===== src/rtl/if_id_reg_pkg.sv =====
// Shared pipeline constants for the IF/ID register, decode and ID/EX.
package if_id_reg_pkg;

  localparam int unsigned InstrWidth = 16;

  localparam logic [InstrWidth-1:0] NOP_INSTR  = 16'h0800;
  localparam logic [InstrWidth-1:0] HALT_INSTR = 16'h0000;

endpackage


===== src/rtl/dff.sv =====
// Plain single-bit D flip-flop cell; no reset, no enable.
module dff (
  input  logic clk_i,
  input  logic d_i,
  output logic q_o
);

  logic q_q;

  always_ff @(posedge clk_i) begin
    q_q <= d_i;
  end

  assign q_o = q_q;

endmodule


===== src/rtl/reg16.sv =====
// 16-bit register from dff cells with synchronous clear-to-value and load enable.
module reg16
  import if_id_reg_pkg::*;
(
  input  logic                  clk_i,
  input  logic                  clr_i,
  input  logic [InstrWidth-1:0] clr_val_i,
  input  logic                  en_i,
  input  logic [InstrWidth-1:0] d_i,
  output logic [InstrWidth-1:0] q_o
);

  logic [InstrWidth-1:0] q_d;

  // Clear dominates load; neither means hold.
  always_comb begin
    q_d = q_o;
    if (clr_i) begin
      q_d = clr_val_i;
    end else if (en_i) begin
      q_d = d_i;
    end
  end

  for (genvar i = 0; i < InstrWidth; i++) begin : g_bit
    dff u_dff (
      .clk_i (clk_i),
      .d_i   (q_d[i]),
      .q_o   (q_o[i])
    );
  end

endmodule


===== src/rtl/if_id_reg.sv =====
// IF/ID pipeline register: captures instruction and PC+2, inserts bubbles,
// holds on stall, squashes on flush and latches HALT until flushed or reset.
module if_id_reg
  import if_id_reg_pkg::*;
(
  input  logic                  clk,
  input  logic                  rst,
  input  logic [InstrWidth-1:0] instr_in,
  input  logic [InstrWidth-1:0] pc2_in,
  input  logic                  imem_rdy,
  input  logic                  stall,
  input  logic                  flush,
  output logic [InstrWidth-1:0] instr_out,
  output logic [InstrWidth-1:0] pc2_out,
  output logic                  valid_out,
  output logic                  halted_out,
  output logic                  pc_hold_out
);

  logic squash;
  logic bubble;
  logic load;
  logic instr_clr;
  logic valid_d;
  logic halted_d;

  always_comb begin
    squash    = rst | flush;
    bubble    = ~stall & (halted_out | ~imem_rdy);
    load      = ~squash & ~stall & ~halted_out & imem_rdy;
    instr_clr = squash | bubble;

    valid_d  = valid_out;
    halted_d = halted_out;
    if (squash) begin
      valid_d  = 1'b0;
      halted_d = 1'b0;
    end else if (!stall) begin
      valid_d = load;
      // Once halted, stays halted until a flush or reset clears it.
      halted_d = halted_out | (load & (instr_in == HALT_INSTR));
    end
  end

  reg16 u_instr_reg (
    .clk_i     (clk),
    .clr_i     (instr_clr),
    .clr_val_i (NOP_INSTR),
    .en_i      (load),
    .d_i       (instr_in),
    .q_o       (instr_out)
  );

  // Only reset clears PC+2; squash and bubbles leave it held.
  reg16 u_pc2_reg (
    .clk_i     (clk),
    .clr_i     (rst),
    .clr_val_i ('0),
    .en_i      (load),
    .d_i       (pc2_in),
    .q_o       (pc2_out)
  );

  dff u_valid_dff (
    .clk_i (clk),
    .d_i   (valid_d),
    .q_o   (valid_out)
  );

  dff u_halted_dff (
    .clk_i (clk),
    .d_i   (halted_d),
    .q_o   (halted_out)
  );

  assign pc_hold_out = stall | halted_out;

endmodule


===== config.mk =====
export PLATFORM = sky130hd
export DESIGN_NAME = if_id_reg
export DESIGN_NICKNAME = d
export VERILOG_FILES = /design/src/rtl/if_id_reg_pkg.sv /design/src/rtl/dff.sv /design/src/rtl/reg16.sv /design/src/rtl/if_id_reg.sv
export SDC_FILE = /design/constraint.sdc
export NUM_CORES = 1
export LEC_CHECK = 0
export CAP_MARGIN = 40
export CORE_MARGIN = 2
export CORE_UTILIZATION = 41
export DETAILED_ROUTE_END_ITERATION = 16
export GPL_TIMING_DRIVEN = 0
export PLACE_DENSITY = 0.78
export SETUP_SLACK_MARGIN = 0.3
export SYNTH_ARGS = -nofsm -noshare
export SYNTH_HDL_FRONTEND = slang
export SYNTH_SLANG_ARGS = --single-unit
export TNS_END_PERCENT = 30

===== constraint.sdc =====
create_clock -name clk -period 1.7 [get_ports clk]
set_input_delay 0.425 -clock clk [delete_from_list [all_inputs] [get_ports clk]]
set_output_delay 0.425 -clock clk [all_outputs]
set_load 0.01 [all_outputs]

[Word-level counts from Yosys, hierarchy flattened]
Index checks and enable logic that the tools add are counted.
Storage, ports and cells
  flip-flop bits (word level): 34
  latch bits: 0
  RAM bits: 0
  memory bits (read-only): 0
  input bits: 37
  output and inout port bits: 35
  logic and storage cells: 49
  memories: 0
Operators by class
  add/sub/neg operators: 0
  multipliers: 0
  div/mod/pow operators: 0
  order comparisons: 0
  eq/ne operators: 0
  shift operators: 0
  mux-type cells: 0
  bitwise gates (word level): 14
  reductions and logical operators: 1
Operators by type and width (number)
  zero test 16 bit: 1
  bitwise AND 1 bit: 5
  OR 1 bit: 5
  inverter 1 bit: 4

[Longest topological paths before layout]
Gate-level depths: netlist of run 1.
  word-level depth: 7
  mapped depth: 6
  mapped depth without buffers: 3

[By module]
A second synthesis of run 1 with hierarchy kept.
Unflattened totals
  cells, all modules: 158
  area, all modules: 1472.7 um^2
Modules (own cells, without submodules)
  reg16: times used 2, cells an instance 53, area an instance 345.3 um^2, seq. area each 0.0 um^2
  dff: times used 34, cells an instance 1, area an instance 20.0 um^2, seq. area each 20.0 um^2
  if_id_reg: times used 1, cells an instance 18, area an instance 101.3 um^2, seq. area each 0.0 um^2

[Worst setup path after synthesis of run 1]
OpenSTA, ideal clock, no wires.
  kind: input -> register
  start: in rst
  end: reg u_instr_reg.g_bit[10].u_dff.q_q
  setup time: 0.119 ns
  arrival: 1.467 ns
  data required time: 1.581 ns
  path slack: 0.115 ns
  cell stages on the path: 6
  path buffers: 3
  path through: clkbuf_2 -> nor4_4 -> nand2_2 -> buf_6 -> buf_6 -> o221a_2
Between the ends
  word-level cells in the longest chain between the ends: 5
  elaborated cells on any way between the ends: 6
  those cells by class: bitwise (6)
RTL lines
  start: declaration: RTL line if_id_reg.sv:7  | input logic rst,
  OR 1 bit (*): RTL line if_id_reg.sv:28  | squash = rst | flush;
  inverter 1 bit: RTL line if_id_reg.sv:30  | load = ~squash & ~stall & ~halted_out & imem_rdy;
  bitwise AND 1 bit (3 in series): RTL line if_id_reg.sv:30
  end signal: assignment: RTL line dff.sv:11  | q_q <= d_i;
  end: declaration: RTL line dff.sv:8  | logic q_q;
Mark *: on every way between the ends. The rest lies on a longest branch, timed or not.
A chain may end at the register's enable or synchronous reset.

[Final worst setup path of run 1]
  start: in instr_in[12]
  end: reg u_halted_dff.q_q (netlist: u_halted_dff.q_o)
Between the ends
  word-level cells in the longest chain between the ends: 3
RTL lines
  start: declaration: RTL line if_id_reg.sv:8  | input logic [InstrWidth-1:0] instr_in,
  zero test 16 bit: RTL line if_id_reg.sv:41  | halted_d = halted_out | (load & (instr_in == HALT_INSTR));
  bitwise AND 1 bit: RTL line if_id_reg.sv:41
  OR 1 bit: RTL line if_id_reg.sv:41
  end signal: assignment: RTL line dff.sv:11
  end: declaration: RTL line dff.sv:8
Every way passes these cells.

==> results.cfg, run 1 <==
[outcome]
status = complete, no violations

[floorplanning]
core_area_sq_um = 3690
rows = 22
ioPinCount = 72
dieHeight_um = 66.2
die_area_sq_um = 4390
start_util_pct = 43.0
die_w_um = 66.2

[power_and_ir_drop]
leakage_nw = 1.40
p_total_mw = 1.84
power.density_nw_per_um2 = 713
ir_worst_vdd_mv = 0.661

[synthesis]
synthArstFlopShare_pct = 0
netlist.top_cell.by_area = dfxtp_1
ys_types = 25
yosys.area_share.simple_pct = 14.2
yosysTopAreaCellShare_pct = 42.9
synth_compound_area_share_pct = 13.0
syn_area_per_cell_sq_um = 10.7
synthXorXnorAreaFrac_pct = 0
syn_nets = 185
yosys_warnings = 0
netlist_area_sq_um = 1590
synth-adder-area-share_pct = 0
ys.flop_type = dfxtp_1
synth_mux_area_share_pct = 11.3
synth_cells = 148
synthTopCellsByArea = dfxtp_1 (43%), buf_4 (16%), mux2_2 (11%)
synth_edf_count = 0
synth_seq_cells = 34
synth_top_family_by_area = buffers and inverters
ys_seq_area_share_pct = 42.9

[timing]
rsz0062_at_grt = yes
worst_pin_slew_ns = 0.696
finClkSkew_ns = 0.00569
drv_slew = 0
setup_viol = 0
period_needed_ns = 1.46
slew_headroom_pct = 53.6
max_freq_mhz = 686
finalHoldViolations = 0
fin_crit_sh_pct = 85.8

[clock_tree]
cts_hold_buf = 0
cts_max_path_buffers = 2
insertion_delay_ns = 0.28
htreeDepth = 2
clock_sinks = 34
cts_buffers = 5
cts_root_buffer = clkbuf_8
clkTransAtPathRegs_ns = 0.06
cts_tree = done

[route]
wl_per_cell_um = 13.3
detail-route-antenna-nets = 0
drt_iter0_drc = 26
drt-total-wl_mm = 3.65
vias_per_cell = 4.76
vias = 1309
drtPass1Iterations = 4
drc = 0

[setup_path]
worst-path-max-fanout = 2
cp.arrival_ns = 1.65
r2r_start = u_halted_dff.q_o$_SDFFE_PP0N_
end_kind = flip-flop
worstReg2RegEnd = u_instr_reg.g_bit[1].u_dff.q_o$_SDFFE_PP0P_
cp-start-kind = input port
path_class = in -> reg
reg2reg_depth = 5
cp.required_ns = 1.89
r2r_slack_ns = 0.30

[layout]
synthToLayoutAreaGrowth_pct = 63.0
nNetsFinal = 263
stdcell_area_sq_um = 2590
n_fill_cell = 290
final_cell_mix = buf_4 (35), clkdlybuf4s50_1 (32), dfxtp_1 (32)
final_common_cell = buf_4
n_antenna_cell = 0
layout-drive-gt1-share_pct = 37.0

[hold_path]
min_path_type = reg -> reg
hold_end = u_instr_reg.g_bit[4].u_dff.q_o$_SDFFE_PP0P_
min_path_cells = 2
holdCritStartpoint = u_instr_reg.g_bit[4].u_dff.q_o$_SDFFE_PP0P_

[global_routing]
grt_pass1_wl_mm = 6.04
overflow = 0
grt_antenna_before_repair = 0
grt_max_degree = 12
grt_pass1_vias = 1396
grtUsageTotal_pct = 17.7

[placed_design]
portBuffers = 70
dp_hpwl_mm = 2.77
place_congestion = 0.773
placed_area_sq_um = 2450

[job]
drv_cap = 0
[registers in the layout, summed over array words and instances, names as in the netlist]
register	flops
u_pc2_reg.g_bit.u_dff.q_o	16
u_halted_dff.q_o	1
u_valid_dff.q_o	1
u_instr_reg.g_bit.u_dff.q_o	16
[logic make-up after synthesis]
| logic type | Yosys count |
|---|---|
| compound gates | 22 |
| buf+inv | 41 |
| flops | 34 |
| mux | 16 |
| simple gates | 35 |
[area by class of cell]
| cell class | instances | area, sq um | area share (%) |
|---|---|---|---|
| timing repair buffer | 71 | 709 | 27.4 |
| multi-input combinational | 73 | 702 | 27.1 |
| sequential | 34 | 686 | 26.5 |
| buffer | 39 | 314 | 12.1 |
| clock buffer | 5 | 68.8 | 2.66 |
| tap | 48 | 60.1 | 2.32 |
| clock inverter | 3 | 40.0 | 1.55 |
| inverter | 2 | 7.51 | 0.290 |
[power by group]
| group | internal, mW | switching, mW |
|---|---|---|
| logic | 0.188 | 0.105 |
| registers | 0.824 | 0.0152 |
| clock network | 0.431 | 0.281 |
[critical path, cell delays in order]
cell and delay [ns]:
clkdlybuf4s50_1 0.47, nor4_1 0.41, nand3b_1 0.17, o31ai_4 0.17
[Yosys cell counts, types with 3 or more instances]
library cell,number
o221a_2,12
dfxtp_1,34
and2b_1,4
nor4_1,3
nand3_1,6
a21oi_1,3
nor2b_1,13
buf_4,33
mux2_2,16
o21ai_0,4
[worst max path at each step]
stage,startpoint,endpoint
2_1_floorplan,rst,u_instr_reg.g_bit[10].u_dff.q_o$_SDFFE_PP0P_
3_3_place_gp,stall,pc_hold_out
3_5_place_dp,stall,pc_hold_out
4_1_cts,u_pc2_reg.g_bit[6].u_dff.q_o$_SDFFE_PP0P_,pc2_out[6]
5_1_grt,instr_in[12],u_halted_dff.q_o$_SDFFE_PP0N_
6_report,instr_in[12],u_halted_dff.q_o$_SDFFE_PP0N_
[repair_timing]
| action | in CTS | in global routing |
|---|---|---|
| buffers inserted | 1 | 0 |
| endpoints found under the setup margin | 69 | 47 |
| pin swaps | 1 | 0 |
| gates resized for setup | 35 | 19 |
| endpoints found under the hold margin | 0 | 0 |
[routing by layer]
metal	wire length [um]	GRT usage, %	up-vias	part of all wire (%)
met3	264	4.94	6	7.2
met4	46	6.63	0	1.3
met2	1920	30.6	48	52
li1	-	-	645	-
met1	1420	20.7	610	39
met5	0	0	-	0
[through the flow]
| stage | std cells | worst slack [ns] | utilization, % | hold slack (ns) | setup TNS (ns) |
|---|---|---|---|---|---|
| 2_1_floorplan | 148 | 0.220 | - | 0.444 | 0 |
| 5_1_grt | 275 | 0.215 | 70.1 | 0.496 | 0 |
| 3_3_place_gp | 266 | -0.553 | 66.5 | 0.449 | -14.05 |
| 3_5_place_dp | 266 | -0.549 | 66.5 | 0.466 | -14.88 |
| 4_1_cts | 275 | 0.0349 | 69.1 | 0.472 | 0 |
| 6_report | 275 | 0.241 | 70.1 | 0.478 | 0 |
Note: power is estimated with default switching activity, not from simulation.
==> run 2: changes to the inputs <==
CORE_ASPECT_RATIO = 0.7   (was default)
CORE_UTILIZATION = 40   (was 41)
SYNTH_HIERARCHICAL = 1   (was default)
==> run 2 against run 1 <==
Flip-flop and latch count unchanged; clock skew decreased by 0.0030 ns; count of clock-buffer cells in the layout increased by 1; synthesized cell count increased by 6.8%; combinational power increased by 52%; die area decreased by 4.5%; via count increased by 6.0%; highest routed layer unchanged.
==> results.cfg, run 2 <==
[setup_path]
cp-start-kind = input port
slowest_delay_ns = 0.28
worstSetupStartpoint = stall
cp.required_ns = 1.27
cp_top_family = buffers and inverters
worst-path-max-fanout = 5
cp_cell_sequence = clkdlybuf4s15_2 > or2_2 > clkdlybuf4s15_1
path_class = in -> out
crit_buf_inv = 2
crit_path_top_delay_cell = or2_2
cp.arrival_ns = 1.17
end_kind = output pin
r2r_start = u_halted_dff/q_o$_DFF_P_

[route]
vias_per_cell = 4.33
drtPass1Iterations = 4
drc = 0
drt_iter0_drc = 38
wl_per_cell_um = 12.6
drt-total-wl_mm = 4.02
vias = 1387
detail-route-antenna-nets = 0

[layout]
final_common_cell = clkdlybuf4s50_1
n_antenna_cell = 0
final_cell_mix = clkdlybuf4s50_1 (49), nand2_1 (34), dfxtp_1 (33)
stdcell_count = 320
layout-drive-gt1-share_pct = 10.7
synthToLayoutAreaGrowth_pct = 74.8
nNetsFinal = 308

[job]
drv_cap = 0

[synthesis]
synthTopCellsByArea = dfxtp_1 (46%), mux2i_1 (22%), nand2_1 (8.7%)
synthArstFlopShare_pct = 0
ys.flop_type = dfxtp_1
synth_cells = 158
ys_types = 20
syn_area_per_cell_sq_um = 9.32
ys_seq_area_share_pct = 46.2
netlist.top_cell.by_area = dfxtp_1
netlist_area_sq_um = 1470
synth_seq_cells = 34
synth_edf_count = 0
yosysTopAreaCellShare_pct = 46.2
yosys-top-cells-count = dfxtp_1 (34), nand2_1 (34), mux2i_1 (32)
yosys_warnings = 6

[clock_tree]
insertion_delay_ns = 0.27
cts_max_path_buffers = 2
clock_sinks = 34
clkTransAtPathRegs_ns = 0.06
cts_root_buffer = clkbuf_8
cts_tree = done
cts_buffers = 5
htreeDepth = 2

[timing]
period_needed_ns = 1.60
setup_viol = 0
hold-worst-slack_ns = 0.431
drv_slew = 0
rsz0062_at_grt = yes
max_freq_mhz = 627
finalHoldViolations = 0
fin_crit_sh_pct = 93.8
tns_ns = 0
finClkSkew_ns = 0.00267
setup_ws_ns = 0.105

[placed_design]
portBuffers = 71
dp_hpwl_mm = 3.02
pre_cts_ws_ns = -0.432
dpl.cell_count = 309
place_congestion = 0.767

[outcome]
status = complete, no violations

[floorplanning]
ioPinCount = 72
die_w_um = 76.5
dieHeight_um = 54.8
rows = 18
core_area_sq_um = 3540
start_util_pct = 41.6
die_area_sq_um = 4190

[global_routing]
grtUsageTotal_pct = 20.0
grt_pass1_vias = 1303
overflow = 0
grt_antenna_before_repair = 0
grt_max_degree = 11
grt_pass1_wl_mm = 6.33

[hold_path]
holdCritStartpoint = rst
min_path_type = in -> reg

[power_and_ir_drop]
power.density_nw_per_um2 = 747
p_total_mw = 1.92
leakage_nw = 1.20
ir_worst_vdd_mv = 0.522
## run 2: layout make-up
cell class / count / area [sq um]
Buffer: 10 / 91.3
Clock buffer: 6 / 82.6
Fill cell: 298 / 962
Inverter: 1 / 3.75
Multi-Input combinational cell: 143 / 838
Sequential cell: 34 / 682
Tap cell: 50 / 62.6
Timing Repair Buffer: 76 / 813
## run 2: metrics by stage
stage,util [%],area (sq um)
after global routing,72.8,2570
after CTS,71.6,2530
after floorplan,-,1600
after global placement,67.1,2370
after detailed placement,67.1,2370
final,72.8,2570
## run 2: report_power, final
group / switching (mW) / leakage, nW / internal [mW]
registers: 0.0355 / 0.286 / 0.871
clock network: 0.259 / 0.0431 / 0.312
logic: 0.183 / 0.875 / 0.264
## run 2: timing repair
action,in CTS,in global routing
hold buffers,0,0
cloned,1,0
resized for setup,16,17
endpoints found under the setup margin,67,59
pin swaps,3,0
buffers inserted,4,0
## run 2: worst paths after layout
| check | slack, ns | cells after the start | endpoint |
|---|---|---|---|
| hold reg to reg | 0.45 | 2 | u_valid_dff/q_o$_DFF_P_ |
| setup / recovery | 0.10 | 3 | pc_hold_out |
| setup reg to reg | 0.32 | 7 | u_instr_reg/g_bit[1].u_dff/q_o$_DFF_P_ |
| hold / removal | 0.43 | 2 | u_pc2_reg/g_bit[14].u_dff/q_o$_DFF_P_ |
## run 2: per-layer routing
layer	wire (um)	up-vias	share of wire (%)	global-route usage (%)
met3	153	4	3.8	4.62
li1	-	739	-	-
met2	1880	33	47	32.6
met4	38	0	0.95	6.36
met5	0	-	0	0
met1	1950	611	48	27.0
## run 2: kinds of logic after synthesis
| family | synth area share [%] |
|---|---|
| DFF | 46.2 |
| muxes | 21.8 |
| other | 0.510 |
| AOI/OAI and AO/OA | 11.9 |
| and+or+nand+nor | 13.3 |
| buffers and inverters | 6.37 |
==> run 3: changes to the inputs <==
RECOVER_POWER = 50   (was default)
==> run 3 against run 2 <==
Sequential power barely moved; die area unchanged; setup slack gained 0.0088 ns; register-to-register slack worse by 0.15 ns; first-iteration DRC count shrank 13%; non-clock buffer count is the same; critical path type unchanged; core utilization down 1.6 points; clock power barely moved; hold slack lost 0.00051 ns; total power down 0.40%; fmax is 0.55% higher.
==> results.cfg, run 3 (synthesized netlist as in run 2, its figures left out) <==
[outcome]
status = complete, no violations

[clock_tree]
cts_root_buffer = clkbuf_8
clock_sinks = 34
clkTransAtPathRegs_ns = 0.06
cts_max_path_buffers = 2
cts_tree = done
cts_buffers = 5
htreeDepth = 2
insertion_delay_ns = 0.27

[hold_path]
min_path_cells = 2
min_path_type = in -> reg

[global_routing]
grt_antenna_before_repair = 0
grtUsageTotal_pct = 20.0
overflow = 0
grt_pass1_wl_mm = 6.33
grt_pass1_vias = 1303
grt_max_degree = 11

[layout]
final_cell_mix = clkdlybuf4s50_1 (49), nand2_1 (34), dfxtp_1 (33)
regArea_sq_um = 682
n_antenna_cell = 0
fin_util_pct = 71.2
nNetsFinal = 308
layout-drive-gt1-share_pct = 10.0
multi_input_area_sq_um = 836
final_common_cell = clkdlybuf4s50_1
n_fill_cell = 312
synthToLayoutAreaGrowth_pct = 70.9

[setup_path]
cp-start-kind = input port
end_kind = output pin
r2r_start = u_halted_dff/q_o$_DFF_P_
worst-path-max-fanout = 5
worstSetupStartpoint = stall
cp.required_ns = 1.27
r2r_slack_ns = 0.17
worstReg2RegEnd = u_pc2_reg/g_bit[7].u_dff/q_o$_DFF_P_
reg2reg_depth = 7
critical_path.endpoint = pc_hold_out
path_class = in -> out
cp.arrival_ns = 1.16

[timing]
setup_viol = 0
finClkSkew_ns = 0.00282
fin_crit_sh_pct = 93.3
rsz0062_at_grt = yes
worst_pin_slew_ns = 0.560
period_needed_ns = 1.59
max_freq_mhz = 630
finalHoldViolations = 0
setup_ws_ns = 0.113
drv_slew = 0
slew_headroom_pct = 62.3

[route]
drc = 0
detail-route-antenna-nets = 0
vias = 1382
drt-total-wl_mm = 4.03
vias_per_cell = 4.32
drt_iter0_drc = 33
wl_per_cell_um = 12.6
drtPass1Iterations = 4

[power_and_ir_drop]
p_total_mw = 1.92
leakage_nw = 1.01
power.density_nw_per_um2 = 761
ir_worst_vdd_mv = 0.521

[placed_design]
dp_hpwl_mm = 3.02
pre_cts_ws_ns = -0.432
place_congestion = 0.767
portBuffers = 71

[floorplanning]
rows = 18
start_util_pct = 41.6
die_w_um = 76.5
core_area_sq_um = 3540
die_area_sq_um = 4190
ioPinCount = 72
dieHeight_um = 54.8

[job]
drv_cap = 0
-- run 3: cell count changes in the layout (fill, tap and decap cells not counted), moves of 2 or more --
cell and delta:
clkbuf_1 +2, clkdlybuf4s25_1 +15, dlymetal6s2s_1 -16, o21ai_0 +8, o21ai_1 -8
-- run 3: repair_timing --
| action | CTS | global route |
|---|---|---|
| buffers inserted | 4 | 0 |
| hold buffers | 0 | 0 |
| hold endpoints to repair | 0 | 0 |
| pin swaps | 3 | 0 |
| resized for setup | 16 | 17 |
| endpoints found under the setup margin | 67 | 59 |
| gates cloned | 1 | 0 |
-- run 3: final cells by class --
cell class                 count  share of cell area (%)
timing repair buffer          76                    30.5
clock buffer                   6                    3.28
buffer                        10                    3.33
multi-input combinational    143                    33.2
tap                           50                    2.49
sequential                    34                    27.1
inverter                       1                   0.149
-- run 3: report_power, final --
group	switching [mW]	total, mW	internal, mW
Combinational	0.180	0.437	0.256
Sequential	0.0371	0.908	0.871
Clock	0.259	0.570	0.312
Total	0.476	1.92	1.44
-- run 3: stage by stage --
step           hold WS, ns  setup TNS (ns)  cells  area, sq um
2_1_floorplan        0.474               0    188         1600
3_3_place_gp         0.438           -9.74    309         2370
3_5_place_dp         0.456          -10.34    309         2370
4_1_cts              0.423               0    320         2530
5_1_grt              0.452               0    320         2520
6_report             0.431               0    320         2520
-- run 3: routing by layer --
metal	global-route usage, %	up-vias	routed length, um
met5	0	-	0
met4	6.36	0	38
met3	4.62	4	137
met2	32.6	29	1880
met1	27.0	608	1980
li1	-	741	-
-- run 3: how the worst min path moves through the flow --
stage | start | to | slack [ns]
after global routing | rst | u_pc2_reg/g_bit[15].u_dff/q_o$_DFF_P_ | 0.45
after CTS | rst | u_pc2_reg/g_bit[14].u_dff/q_o$_DFF_P_ | 0.42
after global placement | u_valid_dff/q_o$_DFF_P_ | u_valid_dff/q_o$_DFF_P_ | 0.44
after floorplan | u_valid_dff/q_o$_DFF_P_ | u_valid_dff/q_o$_DFF_P_ | 0.47
after detailed placement | u_valid_dff/q_o$_DFF_P_ | u_valid_dff/q_o$_DFF_P_ | 0.46
final | rst | u_pc2_reg/g_bit[14].u_dff/q_o$_DFF_P_ | 0.43
-- run 3: worst max-delay path, cell delays in order --
cell and delay (ns):
clkdlybuf4s15_2 0.22, or2_2 0.28, clkdlybuf4s15_1 0.23
